--- config.mk ---
export PLATFORM = sky130hd
export DESIGN_NAME = id_exe_pipe_reg
export DESIGN_NICKNAME = d
export VERILOG_FILES = /design/src/rtl/id_exe_pipe_reg_pkg.sv /design/src/rtl/id_exe_pipe_reg_en_clr.sv /design/src/rtl/id_exe_pipe_reg.sv
export SDC_FILE = /design/constraint.sdc
export NUM_CORES = 1
export LEC_CHECK = 0
export CORE_AREA = 2 2 121 123
export DETAILED_ROUTE_END_ITERATION = 16
export DIE_AREA = 0 0 123 125
export DONT_BUFFER_PORTS = 1
export GPL_ROUTABILITY_DRIVEN = 0
export HOLD_SLACK_MARGIN = 0.1
export SETUP_SLACK_MARGIN = 0.3
export SYNTH_ARGS = -nofsm -noshare
export SYNTH_HDL_FRONTEND = slang
export SYNTH_SLANG_ARGS = --single-unit
--- constraint.sdc ---
create_clock -name clk -period 1.2 [get_ports clk]
set_input_delay 0.24 -clock clk [delete_from_list [all_inputs] [get_ports clk]]
set_output_delay 0.24 -clock clk [all_outputs]
set_load 0.005 [all_outputs]
--- src/rtl/id_exe_pipe_reg_pkg.sv ---
// Shared ID/EXE definitions: word/address widths, ALU command and branch condition encodings.
// Macros stay visible to any file compiled after this one; the package mirrors them as typed constants.
`ifndef ID_EXE_DEFINES_SV
`define ID_EXE_DEFINES_SV
`define WORD_LEN           32
`define REG_FILE_ADDR_LEN  5
`define EXE_CMD_LEN        4
`define EXE_ADD            4'b0000
`define EXE_SUB            4'b0010
`define EXE_AND            4'b0100
`define EXE_OR             4'b0101
`define EXE_NO_OPERATION   4'b1111
`define COND_NOTHING       2'b00
`define COND_BNE           2'b01
`define COND_JUMP          2'b10
`define COND_BEZ           2'b11
`endif

package id_exe_pipe_reg_pkg;
  localparam int DEF_WORD_LEN     = `WORD_LEN;
  localparam int DEF_REG_ADDR_LEN = `REG_FILE_ADDR_LEN;
  localparam int DEF_EXE_CMD_W    = `EXE_CMD_LEN;

  localparam logic [`EXE_CMD_LEN-1:0] EXE_NOP     = `EXE_NO_OPERATION;
  localparam logic [`EXE_CMD_LEN-1:0] EXE_ADD_CMD = `EXE_ADD;
  localparam logic [`EXE_CMD_LEN-1:0] EXE_SUB_CMD = `EXE_SUB;

  localparam logic [1:0] BR_NOTHING = `COND_NOTHING;
  localparam logic [1:0] BR_BNE     = `COND_BNE;
  localparam logic [1:0] BR_JUMP    = `COND_JUMP;
  localparam logic [1:0] BR_BEZ     = `COND_BEZ;
endpackage

--- src/rtl/id_exe_pipe_reg_en_clr.sv ---
// Generic register: sync rst and clr both load CLR_VAL, en gates every non-reset update.
// One cycle latency; en=0 holds the value, and rst overrides en.
module register_en_clr #(
  parameter int               WIDTH   = 1,
  parameter logic [WIDTH-1:0] CLR_VAL = '0
) (
  input  logic             clk,
  input  logic             rst,
  input  logic             en,
  input  logic             clr,
  input  logic [WIDTH-1:0] d,
  output logic [WIDTH-1:0] q
);

  always_ff @(posedge clk) begin
    if (rst)
      q <= CLR_VAL;
    else if (en)
      q <= clr ? CLR_VAL : d;
  end

endmodule

--- src/rtl/id_exe_pipe_reg.sv ---
// ID->EXE pipeline register, 1-cycle latency; freeze holds everything, flush/hazard load a bubble.
// Optional ID_EXE_PERF_CNT_EN adds wrapping 32-bit bubble/flush/freeze event counters.
module id_exe_pipe_reg
  import id_exe_pipe_reg_pkg::*;
#(
  parameter int WORD_LEN     = DEF_WORD_LEN,
  parameter int REG_ADDR_LEN = DEF_REG_ADDR_LEN,
  parameter int EXE_CMD_W    = DEF_EXE_CMD_W
) (
  input  logic                    clk,
  input  logic                    rst,
  input  logic                    freeze,
  input  logic                    flush,
  input  logic                    hazard_detected,
  input  logic [WORD_LEN-1:0]     pc_in,
  input  logic [EXE_CMD_W-1:0]    exe_cmd_in,
  input  logic                    branch_en_in,
  input  logic                    wb_en_in,
  input  logic                    mem_r_en_in,
  input  logic                    mem_w_en_in,
  input  logic [1:0]              branch_cmd_in,
  input  logic [WORD_LEN-1:0]     val1_in,
  input  logic [WORD_LEN-1:0]     val2_in,
  input  logic [WORD_LEN-1:0]     st_val_in,
  input  logic [REG_ADDR_LEN-1:0] dest_in,
  input  logic [REG_ADDR_LEN-1:0] src1_in,
  input  logic [REG_ADDR_LEN-1:0] src2_in,
  output logic [WORD_LEN-1:0]     pc_out,
  output logic [EXE_CMD_W-1:0]    exe_cmd_out,
  output logic                    branch_en_out,
  output logic                    wb_en_out,
  output logic                    mem_r_en_out,
  output logic                    mem_w_en_out,
  output logic [1:0]              branch_cmd_out,
  output logic [WORD_LEN-1:0]     val1_out,
  output logic [WORD_LEN-1:0]     val2_out,
  output logic [WORD_LEN-1:0]     st_val_out,
  output logic [REG_ADDR_LEN-1:0] dest_out,
  output logic [REG_ADDR_LEN-1:0] src1_out,
  output logic [REG_ADDR_LEN-1:0] src2_out,
`ifdef ID_EXE_PERF_CNT_EN
  output logic [31:0]             bubble_cnt_out,
  output logic [31:0]             flush_cnt_out,
  output logic [31:0]             freeze_cnt_out,
`endif
  output logic                    valid_out
);

  logic en;
  logic clr;

  // Bubble is forced here so a misbehaving controller can never leak a write downstream.
  assign en  = ~freeze;
  assign clr = flush | hazard_detected;

  register_en_clr #(.WIDTH(WORD_LEN)) u_pc (
    .clk(clk), .rst(rst), .en(en), .clr(clr), .d(pc_in), .q(pc_out));
  register_en_clr #(.WIDTH(EXE_CMD_W), .CLR_VAL(EXE_CMD_W'(EXE_NOP))) u_exe_cmd (
    .clk(clk), .rst(rst), .en(en), .clr(clr), .d(exe_cmd_in), .q(exe_cmd_out));
  register_en_clr #(.WIDTH(1)) u_branch_en (
    .clk(clk), .rst(rst), .en(en), .clr(clr), .d(branch_en_in), .q(branch_en_out));
  register_en_clr #(.WIDTH(1)) u_wb_en (
    .clk(clk), .rst(rst), .en(en), .clr(clr), .d(wb_en_in), .q(wb_en_out));
  register_en_clr #(.WIDTH(1)) u_mem_r_en (
    .clk(clk), .rst(rst), .en(en), .clr(clr), .d(mem_r_en_in), .q(mem_r_en_out));
  register_en_clr #(.WIDTH(1)) u_mem_w_en (
    .clk(clk), .rst(rst), .en(en), .clr(clr), .d(mem_w_en_in), .q(mem_w_en_out));
  register_en_clr #(.WIDTH(2)) u_branch_cmd (
    .clk(clk), .rst(rst), .en(en), .clr(clr), .d(branch_cmd_in), .q(branch_cmd_out));
  register_en_clr #(.WIDTH(WORD_LEN)) u_val1 (
    .clk(clk), .rst(rst), .en(en), .clr(clr), .d(val1_in), .q(val1_out));
  register_en_clr #(.WIDTH(WORD_LEN)) u_val2 (
    .clk(clk), .rst(rst), .en(en), .clr(clr), .d(val2_in), .q(val2_out));
  register_en_clr #(.WIDTH(WORD_LEN)) u_st_val (
    .clk(clk), .rst(rst), .en(en), .clr(clr), .d(st_val_in), .q(st_val_out));
  // Zeroed addresses point at r0, which the forwarding unit never matches.
  register_en_clr #(.WIDTH(REG_ADDR_LEN)) u_dest (
    .clk(clk), .rst(rst), .en(en), .clr(clr), .d(dest_in), .q(dest_out));
  register_en_clr #(.WIDTH(REG_ADDR_LEN)) u_src1 (
    .clk(clk), .rst(rst), .en(en), .clr(clr), .d(src1_in), .q(src1_out));
  register_en_clr #(.WIDTH(REG_ADDR_LEN)) u_src2 (
    .clk(clk), .rst(rst), .en(en), .clr(clr), .d(src2_in), .q(src2_out));
  register_en_clr #(.WIDTH(1)) u_valid (
    .clk(clk), .rst(rst), .en(en), .clr(clr), .d(1'b1), .q(valid_out));

`ifdef ID_EXE_PERF_CNT_EN
  logic [31:0] bubble_cnt_q;
  logic [31:0] flush_cnt_q;
  logic [31:0] freeze_cnt_q;

  // Hazard bubbles are only counted when flush does not already own the cycle.
  always_ff @(posedge clk) begin
    if (rst) begin
      bubble_cnt_q <= '0;
      flush_cnt_q  <= '0;
      freeze_cnt_q <= '0;
    end else begin
      if (!freeze && !flush && hazard_detected) bubble_cnt_q <= bubble_cnt_q + 32'd1;
      if (!freeze && flush)                     flush_cnt_q  <= flush_cnt_q + 32'd1;
      if (freeze)                               freeze_cnt_q <= freeze_cnt_q + 32'd1;
    end
  end

  assign bubble_cnt_out = bubble_cnt_q;
  assign flush_cnt_out  = flush_cnt_q;
  assign freeze_cnt_out = freeze_cnt_q;
`endif

endmodule

Word level (Yosys, flattened, before mapping)

Index checks and enable logic that the tools add are counted.

Flip-flop bits (word level): 154
Output and inout bits: 154
Logic and storage cells: 29

Multiplexer cells: 14
Bitwise gates (word level): 1

Operators by type and width:

| kind       | number |
|---|---|
| $mux 32    | 4 |
| $mux 5     | 3 |
| $mux 1     | 5 |
| $mux 4     | 1 |
| $mux 2     | 1 |
| $or 1x1->1 | 1 |

Logic depth before layout (Yosys ltp)

Gate-level depths: netlist of the first run.

Word-level depth: 2
Depth in mapped cells: 6
Mapped depth without buffers: 2

By module

A second synthesis of the first run with hierarchy kept.

Cells, all modules: 676
Area total of the unflattened synthesis: 6531.3 um^2

Modules (own cells, without submodules):

| module                            | instances | cells each | area each (um^2) | seq. area each (um^2) |
|---|---|---|---|---|
| register_en_clr (u_pc ...)        | 4         | 141        | 1363.8           | 640.6 |
| register_en_clr (u_dest ...)      | 3         | 21         | 205.2            | 100.1 |
| register_en_clr (u_branch_en ...) | 5         | 4          | 42.5             | 20.0 |
| register_en_clr (u_exe_cmd)       | 1         | 18         | 156.4            | 80.1 |
| register_en_clr (u_branch_cmd)    | 1         | 8          | 77.6             | 40.0 |
| id_exe_pipe_reg                   | 1         | 3          | 13.8             | 0.0 |

Least setup slack after synthesis of the first run

No wires, ideal clock.

Path type: input port to flip-flop
Start: input hazard_detected
End: register u_branch_cmd.q[0]
Arrival: 1201 ps
Required time: 1130 ps
Slack: -71 ps
Stages on the path: 5
Cells stage by stage: buf_6 -> buf_12 -> buf_6 -> or4b_1 -> a21oi_1

Longest elaborated chain between the ends: 2

Ends and longest elaborated chain:

| item                   | line                         | text |
|---|---|---|
| start: declaration     | id_exe_pipe_reg.sv:14        | `input logic hazard_detected,` |
| $or 1x1->1             | id_exe_pipe_reg.sv:54        | `assign clr = flush \| hazard_detected;` |
| $mux 2                 | id_exe_pipe_reg_en_clr.sv:19 | `q <= clr ? CLR_VAL : d;` |
| end signal: assignment | id_exe_pipe_reg_en_clr.sv:19 |  |
| end: declaration       | id_exe_pipe_reg_en_clr.sv:12 | `output logic [WIDTH-1:0] q` |

No other way between the ends.
A chain may end at the register's enable or synchronous reset.

Worst setup path after layout of the first run

Start: register u_st_val.q[19]
End: output st_val_out[19]

RTL lines:

| item                     | line                         | text |
|---|---|---|
| start: declaration       | id_exe_pipe_reg_en_clr.sv:12 |  |
| start signal: assignment | id_exe_pipe_reg_en_clr.sv:19 |  |
| end: declaration         | id_exe_pipe_reg.sv:37        | `output logic [WORD_LEN-1:0] st_val_out,` |

No word-level cell between the ends.

==> flow_summary.yaml, run 1 <==
setup_path:
  setup.worst_path.end: "st_val_out[19]"
  cp_max_fo: 2
  reg2reg_from: "u_pc.q[21]$_SDFFE_PP0N_"
  reg2reg_slack_ns: 0.53
  cp_data_required_time_ns: 0.96
  r2r_cells: 2
  worst-path-stages: 0
  end_kind: "output port"
  r2r-end: "u_pc.q[21]$_SDFFE_PP0N_"
  critical_path_class: "flip-flop to output port"
  crit_path_start: "u_st_val.q[19]$_SDFFE_PP0N_"
  critPathArrivalTime_ns: 0.78
  worstSetupStartpointType: "flip-flop"
clock_network:
  clkSlewWorstSetupHoldPaths_ns: 0.06
  insertion_delay_ns: 0.41
  clock_sinks: 154
  post_cts_buffers: 0
  root_buffer: "clkbuf_16"
  cts_buffers: 17
  cts_max_path_buffers: 2
  cts_max_level: 4
  cts_tree: "yes"
synth:
  async_flop_share_pct: 0
  avgSynthCellArea_um2: 9.13
  yosys_warnings: 0
  synth-edff-count: 0
  synth-seq-area-share_pct: 48.2
  synth_seq_cells: 154
  synth_area_um2: 6400
  ys.flop_type: "dfxtp_1"
  synth_cell_types: 12
  synth_commonest_cells: "dfxtp_1, a21oi_1, nand2_1"
  synthesis.nets: 859
  synth_cells: 701
  synth_area_leader_cell: "dfxtp_1"
  synth_top_area_share_pct: 48.2
  synth_area_leaders: "dfxtp_1, or4b_1, a21oi_1"
  synth_most_common_cell: "dfxtp_1"
routing:
  drtIter0Drc: 296
  wirelength_mm: 15.9
  drt_first_pass_iters: 4
  drcViolationCount: 0
  wire_per_inst_um: 19.0
  vias: 4889
  antenna_left: 0
  via_per_inst: 5.86
floorplanning:
  ios: 312
  rows: 44
  die_y_um: 125
  dieArea_um2: 15400
  initial_core_util_pct: 45.0
  fp.dieW_um: 123
  core_um2: 14200
placed_design:
  dp_hpwl_mm: 9.34
  placed_cells: 800
  io_buffers: 0
run_status:
  run_status: "finished with violations"
  violations: "negative hold slack"
final_layout:
  multi_input_area_um2: 2920
  fillers: 1326
  ff_latch_area_um2: 3280
  nNetsFinal: 793
  final_cells: 835
  drive_gt1_share_pct: 28.4
  syn_to_final_growth_pct: 9.54
sta:
  hold_viol: 108
  slew_viol_final: 0
  setup_tns_ns: 0
  finalHoldWorstSlack_ns: -0.127
  rsz0062_at_grt: "true"
  finalSetupViolations: 0
  max_freq_mhz: 984
  skew_ns: 0
  max_slew.worst_pin.slew_ns: 0.233
  fin_crit_ns: 1.02
  finalCritPeriodShare_pct: 84.6
  maxSlewHeadroom_pct: 84.5
global_route:
  grt_overflow: 0
  grt_max_degree: 309
  grt_first_pass_wirelength_mm: 23.6
  grt_antenna_before_repair: 3
  grt_use_total_pct: 19.5
  first_global_vias: 4614
power:
  p_leak_nw: 2.23
  ir_drop_mv: 0.946
  p_per_area_nw_per_um2: 1550
worst_hold_path:
  hold_path_class: "primary input to flip-flop"
job:
  max_cap_violations: 0
## per-stage QoR
stage | utilization [%] | hold slack, ns | area [um^2] | power, mW | setup slack [ns]
2_1_floorplan | - | 0.388 | 6500 | 6.01 | -0.0677
3_3_place_gp | 43.9 | 0.320 | 6230 | 5.70 | 0.189
3_5_place_dp | 43.9 | 0.323 | 6230 | 5.72 | 0.161
4_1_cts | 49.3 | -0.140 | 7000 | 11.0 | 0.160
5_1_grt | 49.3 | -0.141 | 7010 | 11.3 | 0.149
6_report | 49.3 | -0.127 | 7010 | 10.8 | 0.184
## area by class of cell
cell class                 instances  area share, %
clock inverter                     6           1.25
clock buffer                      26           6.98
sequential                       154           46.8
antenna                            3          0.107
multi-input combinational        462           41.6
tap                              184           3.28
## layout by cell type, fill, tap and decap left out, drive strengths merged
master	instances
dfxtp	154
nand2	150
a21oi	150
or4b	149
clkbuf	26
nor4	4
nor2b	4
o21bai	4
clkinv	4
diode	3
bufinv	2
or3	1
## kinds of logic (layout without fill, tap and decap cells)
kind of cell           Yosys count  count (layout)  synth area share, %
AOI/OAI and AO/OA              154             154                 12.2
buffers and inverters           85              32                 6.63
DFF                            154             154                 48.2
other                            0               3                    0
and+or+nand+nor                308             308                 33.0
## metal layers
| layer | GRT usage, % | wire (um) | vias to the layer above |
|---|---|---|---|
| met5 | 0 | 0 | - |
| met4 | 10.4 | 570 | 0 |
| met3 | 9.40 | 1900 | 41 |
| met2 | 31.2 | 7350 | 229 |
| met1 | 21.0 | 6060 | 2209 |
| li1 | - | - | 2410 |
## worst reg2reg max path: stages (launching register included)
cell and delay (ns):
dfxtp_2 0.35, nand2_1 0.06, a21oi_1 0.18
## worst min-delay path by stage
stage | from | to | slack, ns | depth (start not counted)
5_1_grt | rst | u_st_val.q[16]$_SDFFE_PP0N_ | -0.14 | 1
3_3_place_gp | rst | u_st_val.q[14]$_SDFFE_PP0N_ | 0.32 | 1
2_1_floorplan | exe_cmd_in[0] | u_exe_cmd.q[0]$_SDFFE_PP1N_ | 0.39 | 2
4_1_cts | rst | u_st_val.q[13]$_SDFFE_PP0N_ | -0.14 | 1
3_5_place_dp | rst | u_st_val.q[14]$_SDFFE_PP0N_ | 0.32 | 1
6_report | rst | u_st_val.q[14]$_SDFFE_PP0N_ | -0.13 | 1
## flip-flops by register name, indices dropped and copies added (netlist names)
name            cells
u_pc.q             32
u_st_val.q         32
u_val1.q           32
u_val2.q           32
u_dest.q            5
u_src1.q            5
u_src2.q            5
u_exe_cmd.q         4
u_branch_cmd.q      2
u_branch_en.q       1
u_mem_r_en.q        1
u_mem_w_en.q        1
u_valid.q           1
u_wb_en.q           1
## power breakdown
| part | total [mW] | leakage [nW] | internal, mW | switching, mW |
|---|---|---|---|---|
| clock network | 5.23 | 0.282 | 3.23 | 1.99 |
| logic | 0.255 | 0.624 | 0.179 | 0.0763 |
| registers | 5.37 | 1.32 | 5.26 | 0.106 |
| total | 10.8 | 2.23 | 8.67 | 2.18 |
## repair_timing
item,CTS,global route
gates resized for setup,154,1
cloned,0,0
endpoints found under the hold margin,154,154
endpoints found under the setup margin,154,154
Power figures use the tool's default switching activity.
==> inputs of run 2 (changes only) <==
clock period = 1 ns   (was 1.2 ns; I/O delays follow)
==> run 2 against run 1 <==
Effect of this change:
- flip-flop and latch count unchanged
- final cell count increased by 0.24%
- clock power increased by 21%
- count of clock-buffer cells in the layout decreased by 5
- critical path depth unchanged
- sequential share of layout area down 0.15 points
- critical path type unchanged
- clock skew stayed put
- the run still ends with negative hold slack left
==> flow_summary.yaml, run 2 (synthesis results as in run 1) <==
run_status:
  run_status: "finished with violations"
  violations: "negative hold slack"
final_layout:
  final_util_pct: 49.5
  final_common_cell: "dfxtp_2"
  nNetsFinal: 793
  final_cell_mix: "dfxtp_2, nand2_1, or4b_1, a21oi_1, clkbuf_16"
  drive_gt1_share_pct: 29.3
  syn_to_final_growth_pct: 9.89
power:
  netSwitchingFraction_pct: 20.7
  p_sw_mw: 2.71
  p_per_area_nw_per_um2: 1860
  pwr-share-comb_pct: 2.3
  ir_drop_mv: 0.983
  p_leak_nw: 2.23
  internal_power_mw: 10.4
  seqPwrFrac_pct: 49.2
  p_clk_share_pct: 48.5
routing:
  antenna_left: 0
  via_per_inst: 5.90
  wire_per_inst_um: 19.1
  drtIter0Drc: 350
  wirelength_mm: 16.0
  drcViolationCount: 0
  drt_first_pass_iters: 4
  vias: 4935
floorplanning:
  core_um2: 14200
  dieArea_um2: 15400
  fp.dieW_um: 123
  die_y_um: 125
  ios: 312
  rows: 44
  initial_core_util_pct: 45.0
sta:
  max_freq_mhz: 1030
  rsz0062_at_grt: "true"
  finalSetupViolations: 0
  fin_crit_ns: 0.970
  slew_viol_final: 0
  max_slew.worst_pin.slew_ns: 0.349
  hold_viol: 154
  skew_ns: 0
  finalHoldWorstSlack_ns: -0.163
  maxSlewHeadroom_pct: 76.7
  finalCritPeriodShare_pct: 97.0
setup_path:
  critPathArrivalTime_ns: 0.77
  critical_path_class: "flip-flop to output port"
  worstSetupStartpointType: "flip-flop"
  cp_data_required_time_ns: 0.80
  end_kind: "output port"
  cp_max_fo: 2
clock_network:
  root_buffer: "clkbuf_16"
  cts_buffers: 17
  cts_tree: "yes"
  cts_max_level: 4
  insertion_delay_ns: 0.41
  clock_sinks: 154
  cts_max_path_buffers: 2
  clkSlewWorstSetupHoldPaths_ns: 0.06
  post_cts_buffers: 0
global_route:
  grt_first_pass_wirelength_mm: 23.6
  grt_use_total_pct: 19.3
  first_global_vias: 4541
  grt_antenna_before_repair: 5
  grt_max_degree: 309
  grt_overflow: 0
worst_hold_path:
  hold_path_class: "primary input to flip-flop"
placed_design:
  dp_hpwl_mm: 9.34
  io_buffers: 0
job:
  max_cap_violations: 0
==> run 2: cell count changes in the layout (fill, tap and decap cells not counted) <==
| cell | before | now |
|---|---|---|
| a21oi_1 | 150 | 149 |
| a21oi_2 | 0 | 1 |
| clkbuf_1 | 6 | 1 |
| clkinv_2 | 2 | 4 |
| clkinvlp_4 | 0 | 3 |
| diode_2 | 3 | 5 |
==> run 2: metal layers <==
metal  share of wire, %  global-route usage [%]  wire length, um
met1                 39                    21.5             6220
met2                 47                    30.6             7500
met3                 11                    9.03             1810
met4                2.7                    9.89              429
met5                  0                       0                0
==> run 2: cell type report <==
class / instances / area (um^2)
antenna: 5 / 12.5
clock buffer: 21 / 470
clock inverter: 11 / 120
fill: 1346 / 7170
multi-input combinational: 462 / 2920
sequential: 154 / 3280
tap: 184 / 230
==> run 2: metrics by stage <==
stage	cells	total power, mW	TNS (ns)	setup WS [ns]	area [um^2]
final	837	13.1	0	0.0299	7030
after global routing	837	13.6	-0.0240	-0.0106	7030
after CTS	832	13.3	0	0.00366	7010
after detailed placement	800	6.86	0	0.0154	6230
after global placement	800	6.84	0	0.0284	6230
after floorplan	701	7.21	-26.43	-0.228	6500
==> run 2: power groups by stage <==
stage / clock network (mW) / registers [mW] / logic [mW]
finish: 6.35 / 6.44 / 0.306
global route: 6.77 / 6.46 / 0.344
CTS: 6.51 / 6.44 / 0.310
detailed placement: 0 / 6.55 / 0.309
global placement: 0 / 6.55 / 0.294
floorplan: 0 / 6.51 / 0.708
==> run 2: worst paths after layout <==
kind,from,to,slack (ns),cells after the start
min,rst,u_st_val.q[14]$_SDFFE_PP0N_,-0.16,1
max reg2reg,u_st_val.q[5]$_SDFFE_PP0N_,u_st_val.q[5]$_SDFFE_PP0N_,0.35,2
min reg2reg,u_pc.q[16]$_SDFFE_PP0N_,u_pc.q[16]$_SDFFE_PP0N_,0.46,2
max,u_dest.q[4]$_SDFFE_PP0N_,dest_out[4],0.03,0
==> run 2: repair_timing <==
| item | CTS | global route |
|---|---|---|
| setup endpoints to repair | 154 | 155 |
| resized for setup | 154 | 2 |
| endpoints found under the hold margin | 154 | 154 |
